## src/rtl/fb_rect_fill.sv

```systemverilog
// fb_rect_fill: normalizes, clips and rasterizes one rectangle command into framebuffer writes.
// Define FB_FILL_BYTE_SEL_EN to add the cmd_sel byte-enable input (fb_sel otherwise all ones).
module fb_rect_fill #(
   parameter int WIDTH  = 135,
   parameter int HEIGHT = 240,
   parameter int DW     = 24,
   parameter int MW     = DW/8,
   parameter int AW     = $clog2(WIDTH*HEIGHT)
) (
   input  logic          clk,
   input  logic          rst,
   input  logic          cmd_valid,
   output logic          cmd_ready,
   input  logic [7:0]    cmd_x0,
   input  logic [7:0]    cmd_y0,
   input  logic [7:0]    cmd_x1,
   input  logic [7:0]    cmd_y1,
   input  logic [DW-1:0] cmd_color,
`ifdef FB_FILL_BYTE_SEL_EN
   input  logic [MW-1:0] cmd_sel,
`endif
   input  logic          fb_gnt,
   output logic [AW-1:0] fb_addr,
   output logic [DW-1:0] fb_wdata,
   output logic [MW-1:0] fb_sel,
   output logic          fb_we,
   output logic          busy,
   output logic          done
);
   localparam logic [1:0] S_IDLE  = 2'd0;
   localparam logic [1:0] S_SETUP = 2'd1;
   localparam logic [1:0] S_FILL  = 2'd2;
   localparam logic [1:0] S_DONE  = 2'd3;
   localparam logic [7:0] XM = 8'(WIDTH-1);
   localparam logic [7:0] YM = 8'(HEIGHT-1);
   localparam logic [AW-1:0] WA = AW'(WIDTH);

   logic [1:0]    state;
   logic [7:0]    x0_q, y0_q, x1_q, y1_q;
   logic [7:0]    xmin, xmax, ymax, x, y;
   logic [DW-1:0] color;
   logic [AW-1:0] row_base;
   logic [7:0]    nxmin, nxmax, nymin, nymax;
   logic          empty;

   // Normalization and clipping of the latched corners, consumed in SETUP
   always_comb begin
      nxmin = (x0_q < x1_q) ? x0_q : x1_q;
      nxmax = (x0_q < x1_q) ? x1_q : x0_q;
      nymin = (y0_q < y1_q) ? y0_q : y1_q;
      nymax = (y0_q < y1_q) ? y1_q : y0_q;
      nxmax = (nxmax > XM) ? XM : nxmax;
      nymax = (nymax > YM) ? YM : nymax;
      empty = (nxmin > XM) || (nymin > YM);
   end

   assign cmd_ready = state == S_IDLE;
   assign busy      = state != S_IDLE;
   assign done      = state == S_DONE;
   assign fb_we     = (state == S_FILL) && fb_gnt && !rst;
   assign fb_addr   = row_base + AW'(x);
   assign fb_wdata  = color;

`ifdef FB_FILL_BYTE_SEL_EN
   logic [MW-1:0] sel_q;
   always_ff @(posedge clk)
      if (rst) sel_q <= '1;
      else if (cmd_valid && cmd_ready) sel_q <= cmd_sel;
   assign fb_sel = (state == S_FILL) ? sel_q : '1;
`else
   assign fb_sel = '1;
`endif

   always_ff @(posedge clk) begin
      if (rst) begin
         state    <= S_IDLE;
         x0_q     <= '0;
         y0_q     <= '0;
         x1_q     <= '0;
         y1_q     <= '0;
         color    <= '0;
         xmin     <= '0;
         xmax     <= '0;
         ymax     <= '0;
         x        <= '0;
         y        <= '0;
         row_base <= '0;
      end else begin
         case (state)
            S_IDLE:
               if (cmd_valid) begin
                  x0_q  <= cmd_x0;
                  y0_q  <= cmd_y0;
                  x1_q  <= cmd_x1;
                  y1_q  <= cmd_y1;
                  color <= cmd_color;
                  state <= S_SETUP;
               end
            S_SETUP: begin
               xmin     <= nxmin;
               xmax     <= nxmax;
               ymax     <= nymax;
               x        <= nxmin;
               y        <= nymin;
               row_base <= AW'(nymin) * WA;
               state    <= empty ? S_DONE : S_FILL;
            end
            S_FILL:
               if (fb_gnt) begin
                  if (x < xmax) x <= x + 8'd1;
                  else if (y < ymax) begin
                     x        <= xmin;
                     y        <= y + 8'd1;
                     row_base <= row_base + WA;
                  end else state <= S_DONE;
               end
            S_DONE: state <= S_IDLE;
         endcase
      end
   end
endmodule
```

## config.mk

```make
export PLATFORM = sky130hd
export DESIGN_NAME = fb_rect_fill
export DESIGN_NICKNAME = d
export VERILOG_FILES = /design/src/rtl/fb_rect_fill.sv
export SDC_FILE = /design/constraint.sdc
export NUM_CORES = 1
export LEC_CHECK = 0
export ABC_AREA = 1
export CORE_MARGIN = 2
export CORE_UTILIZATION = 30
export CTS_BUF_LIST = sky130_fd_sc_hd__clkbuf_4
export DETAILED_ROUTE_END_ITERATION = 6
export SLEW_MARGIN = 30
export SYNTH_ARGS = -nofsm -noshare
export SYNTH_HDL_FRONTEND = slang
export SYNTH_SLANG_ARGS = --single-unit
```

## constraint.sdc

```tcl
create_clock -name clk -period 10.3 [get_ports clk]
set_clock_uncertainty 0.05 [all_clocks]
set_input_delay 2.06 -clock clk [delete_from_list [all_inputs] [get_ports clk]]
set_output_delay 2.06 -clock clk [all_outputs]
set_load 0.05 [all_outputs]
```

==> flow_metrics.py, run 1 <==
metrics = {
    "power": {
        "p_leak_uw": 0.00392,
        "peakVddDrop_v": 0.000318,
        "powerDensity_nw_per_um2": 341,
    },
    "min_path": {
        "hold_path_startpoint": "xmax[3]",
        "hold_path_end": "xmax[3]",
        "whs_path_depth": 2,
        "holdCritPathClass": "flip-flop to flip-flop",
    },
    "global_route": {
        "antenna_found_initial": 1,
        "grt_max_degree": 96,
        "grt.total_usage_pct": 15.1,
        "overflow": 0,
        "grt_pass1_wl_um": 32300,
        "grt_pass1_vias": 6562,
    },
    "finish": {
        "fillers": 2594,
        "drive_above_1_share_pct": 6.16,
        "layout.nets": 1279,
        "syn_to_final_growth_pct": 20.5,
        "post-route-util_pct": 36.8,
        "stdcell_count": 1477,
    },
    "routing": {
        "viasPerCell": 4.62,
        "wl_per_cell_um": 12.8,
        "drt_iter0_drc": 391,
        "vias": 6827,
        "totalWireLength_um": 18900,
        "drtAntennaViolNets": 0,
        "drc_errors": 0,
        "first_pass_iters": 5,
    },
    "sta": {
        "fin_ws_ns": 4.41,
        "setup_violations": 0,
        "rsz0062_at_grt": "false",
        "worstMarginPinSlew_ns": 0.868,
        "finalCriticalPeriod_ns": 5.89,
        "finalHoldViolations": 0,
        "slew_headroom_pct": 42.1,
        "finalMaxSlewViolations": 0,
        "period_share_pct": 57.1,
        "timing.hold.ws_ns": 0.421,
        "max_freq_mhz": 170,
        "setup_tns_ns": 0,
    },
    "logic_synthesis": {
        "synthArstFlopShare_pct": 0,
        "synthCells": 1058,
        "ys_types": 43,
        "synthesis.area_um2": 7440,
        "synthTopCellsByArea": "dfxtp_1 30%, ha_1 12%, nand2_1 9.4%",
        "synth_top_cell_by_area": "dfxtp_1",
        "synth_edf_count": 0,
        "synth_top_cell_area_share_pct": 30.4,
        "synth_ff_type": "dfxtp_1",
        "seq_area_frac_synth_pct": 30.4,
        "yosysWarningCount": 0,
        "syn_area_per_cell_um2": 7.03,
        "ys_ff_latch": 113,
    },
    "run_status": {
        "status": "completed",
    },
    "critical_path": {
        "crit_chain": "ha_1 -> inv_1 -> fa_1 -> nand3b_1 -> and2_1 -> nor2_1 -> o21ai_1 -> nand2_1 -> a21oi_1 -> o21ai_1 -> nand2_1 -> nor2_1 -> xor2_1 -> clkdlybuf4s50_1",
        "rr_worst_depth": 27,
        "crit_cells": 14,
        "startpoint_type": "flip-flop",
        "reg2reg_slack_ns": 5.20,
        "slowest_delay_ns": 0.82,
        "slowest_stage": "clkdlybuf4s50_1",
        "crit_required_ns": 8.19,
        "worstReg2RegEnd": "row_base[13]",
        "endpoint_kind": "output pin",
        "worstReg2RegStart": "y1_q[5]",
        "path_delay_family": "buffers and inverters",
        "arrival_ns": 3.78,
        "cp.buffers_inverters": 2,
        "worstSetupPathType": "flip-flop to output pin",
        "cp_max_fo": 5,
    },
    "floorplanning": {
        "initial_core_util_pct": 30.6,
        "io_pins": 106,
        "fp.dieArea_um2": 26100,
        "die_width_um": 161,
        "coreArea_um2": 24300,
        "rows": 57,
        "die_h_um": 161,
    },
    "clock_network": {
        "cts_max_level": 4,
        "cts.repair.resized": 0,
        "cts_setup_buffers": 0,
        "hold_buffers": 0,
        "cts.clk_slew.worst_paths_ns": 0.10,
        "clk_latency_ns": 0.53,
        "clockBufferDepth": 2,
        "root_buffer": "clkbuf_4",
        "cts.sinks": 113,
        "cts_tree": "built",
        "cts_buffers": 17,
    },
    "place": {
        "hpwl_um": 14200,
        "gp_congestion": 0.839,
        "placed_cells": 1444,
        "dp_worst_setup_slack_ns": 4.46,
        "portBuffers": 102,
    },
    "job": {
        "cap_violations": 0,
    },
}
==> worst min-delay path: stages (launching register included) <==
cell     delay [ns]
dfxtp_1        0.32
nand2_1        0.06
a21oi_1        0.05
==> per-stage QoR <==
step / instance area, um^2 / total power (uW)
floorplan: 7440 / 2240
global placement: 8690 / 2720
detailed placement: 8690 / 2750
CTS: 8950 / 3080
global route: 8960 / 3370
finish: 8960 / 3050
==> placed cells by master, fill, tap and decap left out, types with 10 or more instances in the layout <==
| master | n |
|---|---|
| clkdlybuf4s50_1 | 102 |
| ha_1 | 71 |
| inv_1 | 133 |
| a21oi_1 | 85 |
| nand2_1 | 186 |
| dfxtp_1 | 113 |
| nand3_1 | 39 |
| clkbuf_4 | 17 |
| xor2_1 | 22 |
| o21ai_0 | 130 |
| xnor2_1 | 13 |
| a31oi_1 | 10 |
| nor2_1 | 118 |
==> report_power, final <==
group,switching [uW],internal (uW),total [uW]
Clock,194,121,315
Combinational,1320,703,2030
Sequential,131,580,711
==> worst max path at each step <==
stage / start / to
floorplan: rst / fb_we
global placement: rst / fb_we
detailed placement: rst / fb_we
CTS: x[0] / fb_addr[14]
global route: x[0] / fb_addr[14]
finish: x[0] / fb_addr[14]
==> cells in the mapped netlist (3+ instances only) <==
| library cell | n |
|---|---|
| nand2_1 | 187 |
| inv_1 | 134 |
| o21ai_0 | 130 |
| nor2_1 | 118 |
| dfxtp_1 | 113 |
| a21oi_1 | 85 |
| ha_1 | 71 |
| nand3_1 | 39 |
| clkbuf_1 | 36 |
| xor2_1 | 22 |
| xnor2_1 | 13 |
| a31oi_1 | 10 |
| fa_1 | 9 |
| o211ai_1 | 9 |
| o21ai_1 | 9 |
| nand2_2 | 7 |
| inv_2 | 6 |
| nand4_1 | 5 |
| o21ai_2 | 5 |
| a211oi_1 | 4 |
| buf_2 | 4 |
| buf_6 | 4 |
| o221ai_1 | 4 |
| a21oi_2 | 3 |
| buf_4 | 3 |
| nand2_4 | 3 |
| nand3b_1 | 3 |
==> per-layer routing <==
layer  part of all wire, %  track usage, %  wire (um)  vias to the layer above
li1                      -               -          -                     3624
met1                    50            20.3       9460                     3057
met2                    43            24.1       8110                      136
met3                   6.5            4.67       1220                       10
met4                  0.73            3.00        138                        0
met5                     0               0          0                        -
==> kinds of logic after synthesis <==
| group | count (synthesis) | synth area share, % |
|---|---|---|
| AOI/OAI and AO/OA | 271 | 20.3 |
| xor gates and xnor gates | 35 | 4.12 |
| adders and majority gates | 80 | 14.4 |
| buffers and inverters | 189 | 10.2 |
| DFF | 113 | 30.4 |
| other | 1 | 0.0504 |
| and+or+nand+nor | 369 | 20.6 |
==> sequential cells by signal, summed over array words and instances (netlist names), 8 cells and up <==
name / count
fb_wdata: 24
row_base: 15
x0_q: 8
x1_q: 8
x: 8
xmax: 8
xmin: 8
y0_q: 8
y1_q: 8
y: 8
ymax: 8
==> layout make-up <==
class / count / area [um^2] / area share (%)
multi-input combinational: 758 / 4430 / 49.4
sequential: 113 / 2260 / 25.3
timing repair buffer: 108 / 1070 / 11.9
inverter: 141 / 529 / 5.91
tap: 324 / 405 / 4.53
clock inverter: 15 / 136 / 1.52
clock buffer: 17 / 128 / 1.42
antenna: 1 / 2.50 / 0.0279
Power figures use the tool's default switching activity.
==> inputs of run 2 (changes only) <==
==> constraint.sdc (replaced) <==
create_clock -name clk -period 5.5 [get_ports clk]
set_clock_uncertainty 0.05 [all_clocks]
set_input_delay 1.1 -clock clk [delete_from_list [all_inputs] [get_ports clk]]
set_output_delay 1.1 -clock clk [all_outputs]
set_load 0.05 [all_outputs]
==> flow_metrics.py, run 2 (synthesized netlist as in run 1, its figures left out) <==
metrics = {
    "run_status": {
        "status": "completed",
    },
    "critical_path": {
        "rr_worst_depth": 27,
        "endpoint_kind": "output pin",
        "arrival_ns": 3.85,
        "startpoint_type": "flip-flop",
        "worstSetupPathType": "flip-flop to output pin",
        "worstReg2RegStart": "y1_q[5]",
        "worstReg2RegEnd": "row_base[13]",
        "slowest_stage": "clkdlybuf4s50_1",
        "crit_chain": "ha_1 -> inv_1 -> fa_1 -> nand3b_1 -> and2_1 -> nor2_1 -> o21ai_1 -> nand2_1 -> a21oi_1 -> o21ai_1 -> nand2_1 -> nor2_1 -> xor2_1 -> clkdlybuf4s50_1",
        "cp_max_fo": 5,
        "crit_required_ns": 4.35,
        "slowest_delay_ns": 0.81,
        "cp.buffers_inverters": 2,
        "path_delay_family": "buffers and inverters",
        "reg2reg_slack_ns": 0.52,
    },
    "sta": {
        "setup_violations": 0,
        "rsz0062_at_grt": "false",
        "worstMarginPinSlew_ns": 0.771,
        "setup_tns_ns": 0,
        "max_freq_mhz": 200,
        "period_share_pct": 91.0,
        "slew_headroom_pct": 48.3,
        "finalMaxSlewViolations": 0,
        "finalHoldViolations": 0,
        "finalCriticalPeriod_ns": 5.00,
    },
    "finish": {
        "syn_to_final_growth_pct": 20.7,
        "fin_area_um2": 8970,
        "layout.nets": 1279,
        "final_cell_mix": "186 x nand2_1, 133 x inv_1, 127 x o21ai_0, 118 x nor2_1, 113 x dfxtp_1",
        "largest_register_ffs": 24,
        "layout_commonest_cell": "nand2_1",
        "drive_above_1_share_pct": 6.25,
        "fillers": 2584,
    },
    "routing": {
        "drc_errors": 0,
        "drt_iter0_drc": 299,
        "first_pass_iters": 7,
        "totalWireLength_um": 19100,
        "vias": 6798,
        "drtAntennaViolNets": 0,
        "wl_per_cell_um": 12.9,
        "viasPerCell": 4.60,
    },
    "floorplanning": {
        "fp.dieArea_um2": 26100,
        "io_pins": 106,
        "coreArea_um2": 24300,
        "die_width_um": 161,
        "die_h_um": 161,
        "initial_core_util_pct": 30.6,
        "rows": 57,
    },
    "power": {
        "peakVddDrop_v": 0.000387,
        "powerDensity_nw_per_um2": 642,
        "clkPwrFrac_pct": 10.9,
        "comb_power_share_pct": 66.0,
        "swShare_pct": 54.1,
        "p_leak_uw": 0.00393,
        "power_frac_seq_pct": 23.2,
        "p_int_uw": 2640,
        "power_switching_uw": 3120,
    },
    "clock_network": {
        "clockBufferDepth": 2,
        "cts_tree": "built",
        "cts_max_level": 4,
        "root_buffer": "clkbuf_4",
        "cts.clk_slew.worst_paths_ns": 0.12,
        "cts_buffers": 17,
        "cts.sinks": 113,
        "clk_latency_ns": 0.55,
    },
    "job": {
        "cap_violations": 0,
    },
    "min_path": {
        "holdCritPathClass": "flip-flop to flip-flop",
        "hold_path_end": "xmax[0]",
        "whs_path_depth": 2,
        "hold_path_startpoint": "xmax[0]",
    },
    "global_route": {
        "overflow": 0,
        "antenna_found_initial": 1,
        "grt_pass1_vias": 6416,
        "grt_max_degree": 86,
        "grt.total_usage_pct": 14.9,
        "grt_pass1_wl_um": 31700,
    },
    "place": {
        "gp_congestion": 0.818,
        "portBuffers": 102,
        "hpwl_um": 14300,
        "placed_area_um2": 8690,
    },
}
-- run 2: routing by layer --
| layer | wire (um) | track usage, % | up-vias |
|---|---|---|---|
| li1 | - | - | 3621 |
| met1 | 9330 | 20.1 | 2986 |
| met2 | 8190 | 23.3 | 175 |
| met3 | 1320 | 4.49 | 16 |
| met4 | 219 | 3.86 | 0 |
| met5 | 0 | 0 | - |
-- run 2: worst max path at each step --
| stage | slack [ns] | cells after the start | from | endpoint |
|---|---|---|---|---|
| 2_1_floorplan | 0.77 | 30 | y1_q[5] | row_base[13] |
| 3_3_place_gp | 0.67 | 27 | y1_q[5] | row_base[13] |
| 3_5_place_dp | 0.42 | 27 | y1_q[5] | row_base[13] |
| 4_1_cts | 0.39 | 14 | x[0] | fb_addr[14] |
| 5_1_grt | 0.05 | 28 | y1_q[5] | row_base[13] |
| 6_report | 0.50 | 14 | x[0] | fb_addr[14] |
-- run 2: cell type report --
type,instances,area [um^2],share of cell area (%)
clock inverters,15,149,1.66
well taps,324,405,4.52
repair buffers,108,1070,11.9
flip-flops and latches,113,2260,25.2
diodes,1,2.50,0.0279
clock buffers,17,128,1.42
multi-input cells,758,4430,49.4
inverters,141,532,5.93
-- run 2: worst reg2reg max path, stage by stage, from the launching register on --
cell and delay (ns):
dfxtp_1 0.38, inv_1 0.07, ha_1 0.30, a21oi_2 0.13
nor2_1 0.07, nor3_4 0.21, nand2_4 0.26, o21ai_1 0.39
ha_1 0.30, ha_1 0.20, fa_1 0.53, ha_1 0.21
inv_1 0.08, fa_1 0.36, inv_1 0.10, a21oi_1 0.07
o21ai_0 0.32, nand4_1 0.13, o211ai_1 0.13, nand2_1 0.10
nand2_1 0.08, nand2_1 0.06, nand2_1 0.06, o21ai_1 0.06
nand2_1 0.07, nand3_1 0.06, nand2_1 0.08, inv_1 0.03
-- run 2: power groups by stage --
| stage | combinational (uW) | sequential (uW) | clock (uW) |
|---|---|---|---|
| 2_1_floorplan | 2770 | 1420 | 0 |
| 5_1_grt | 4300 | 1380 | 681 |
| 3_3_place_gp | 3780 | 1340 | 0 |
| 6_report | 3800 | 1340 | 626 |
| 3_5_place_dp | 3820 | 1350 | 0 |
| 4_1_cts | 3830 | 1330 | 640 |
-- run 2: metrics by stage --
step	std cells	worst slack [ns]	hold WS [ns]	power (uW)	utilization (%)
global route	1477	0.0507	0.442	6360	36.9
floorplan	1060	0.769	0.395	4190	-
finish	1477	0.497	0.424	5760	36.9
global placement	1444	0.668	0.405	5130	35.7
CTS	1476	0.390	0.424	5810	36.9
detailed placement	1444	0.423	0.407	5170	35.7
-- run 2: what timing repair did --
action	4_1_cts	5_1_grt
setup endpoints to repair	0	1
hold buffers	0	0
buffers inserted	0	0
resized for setup	0	3
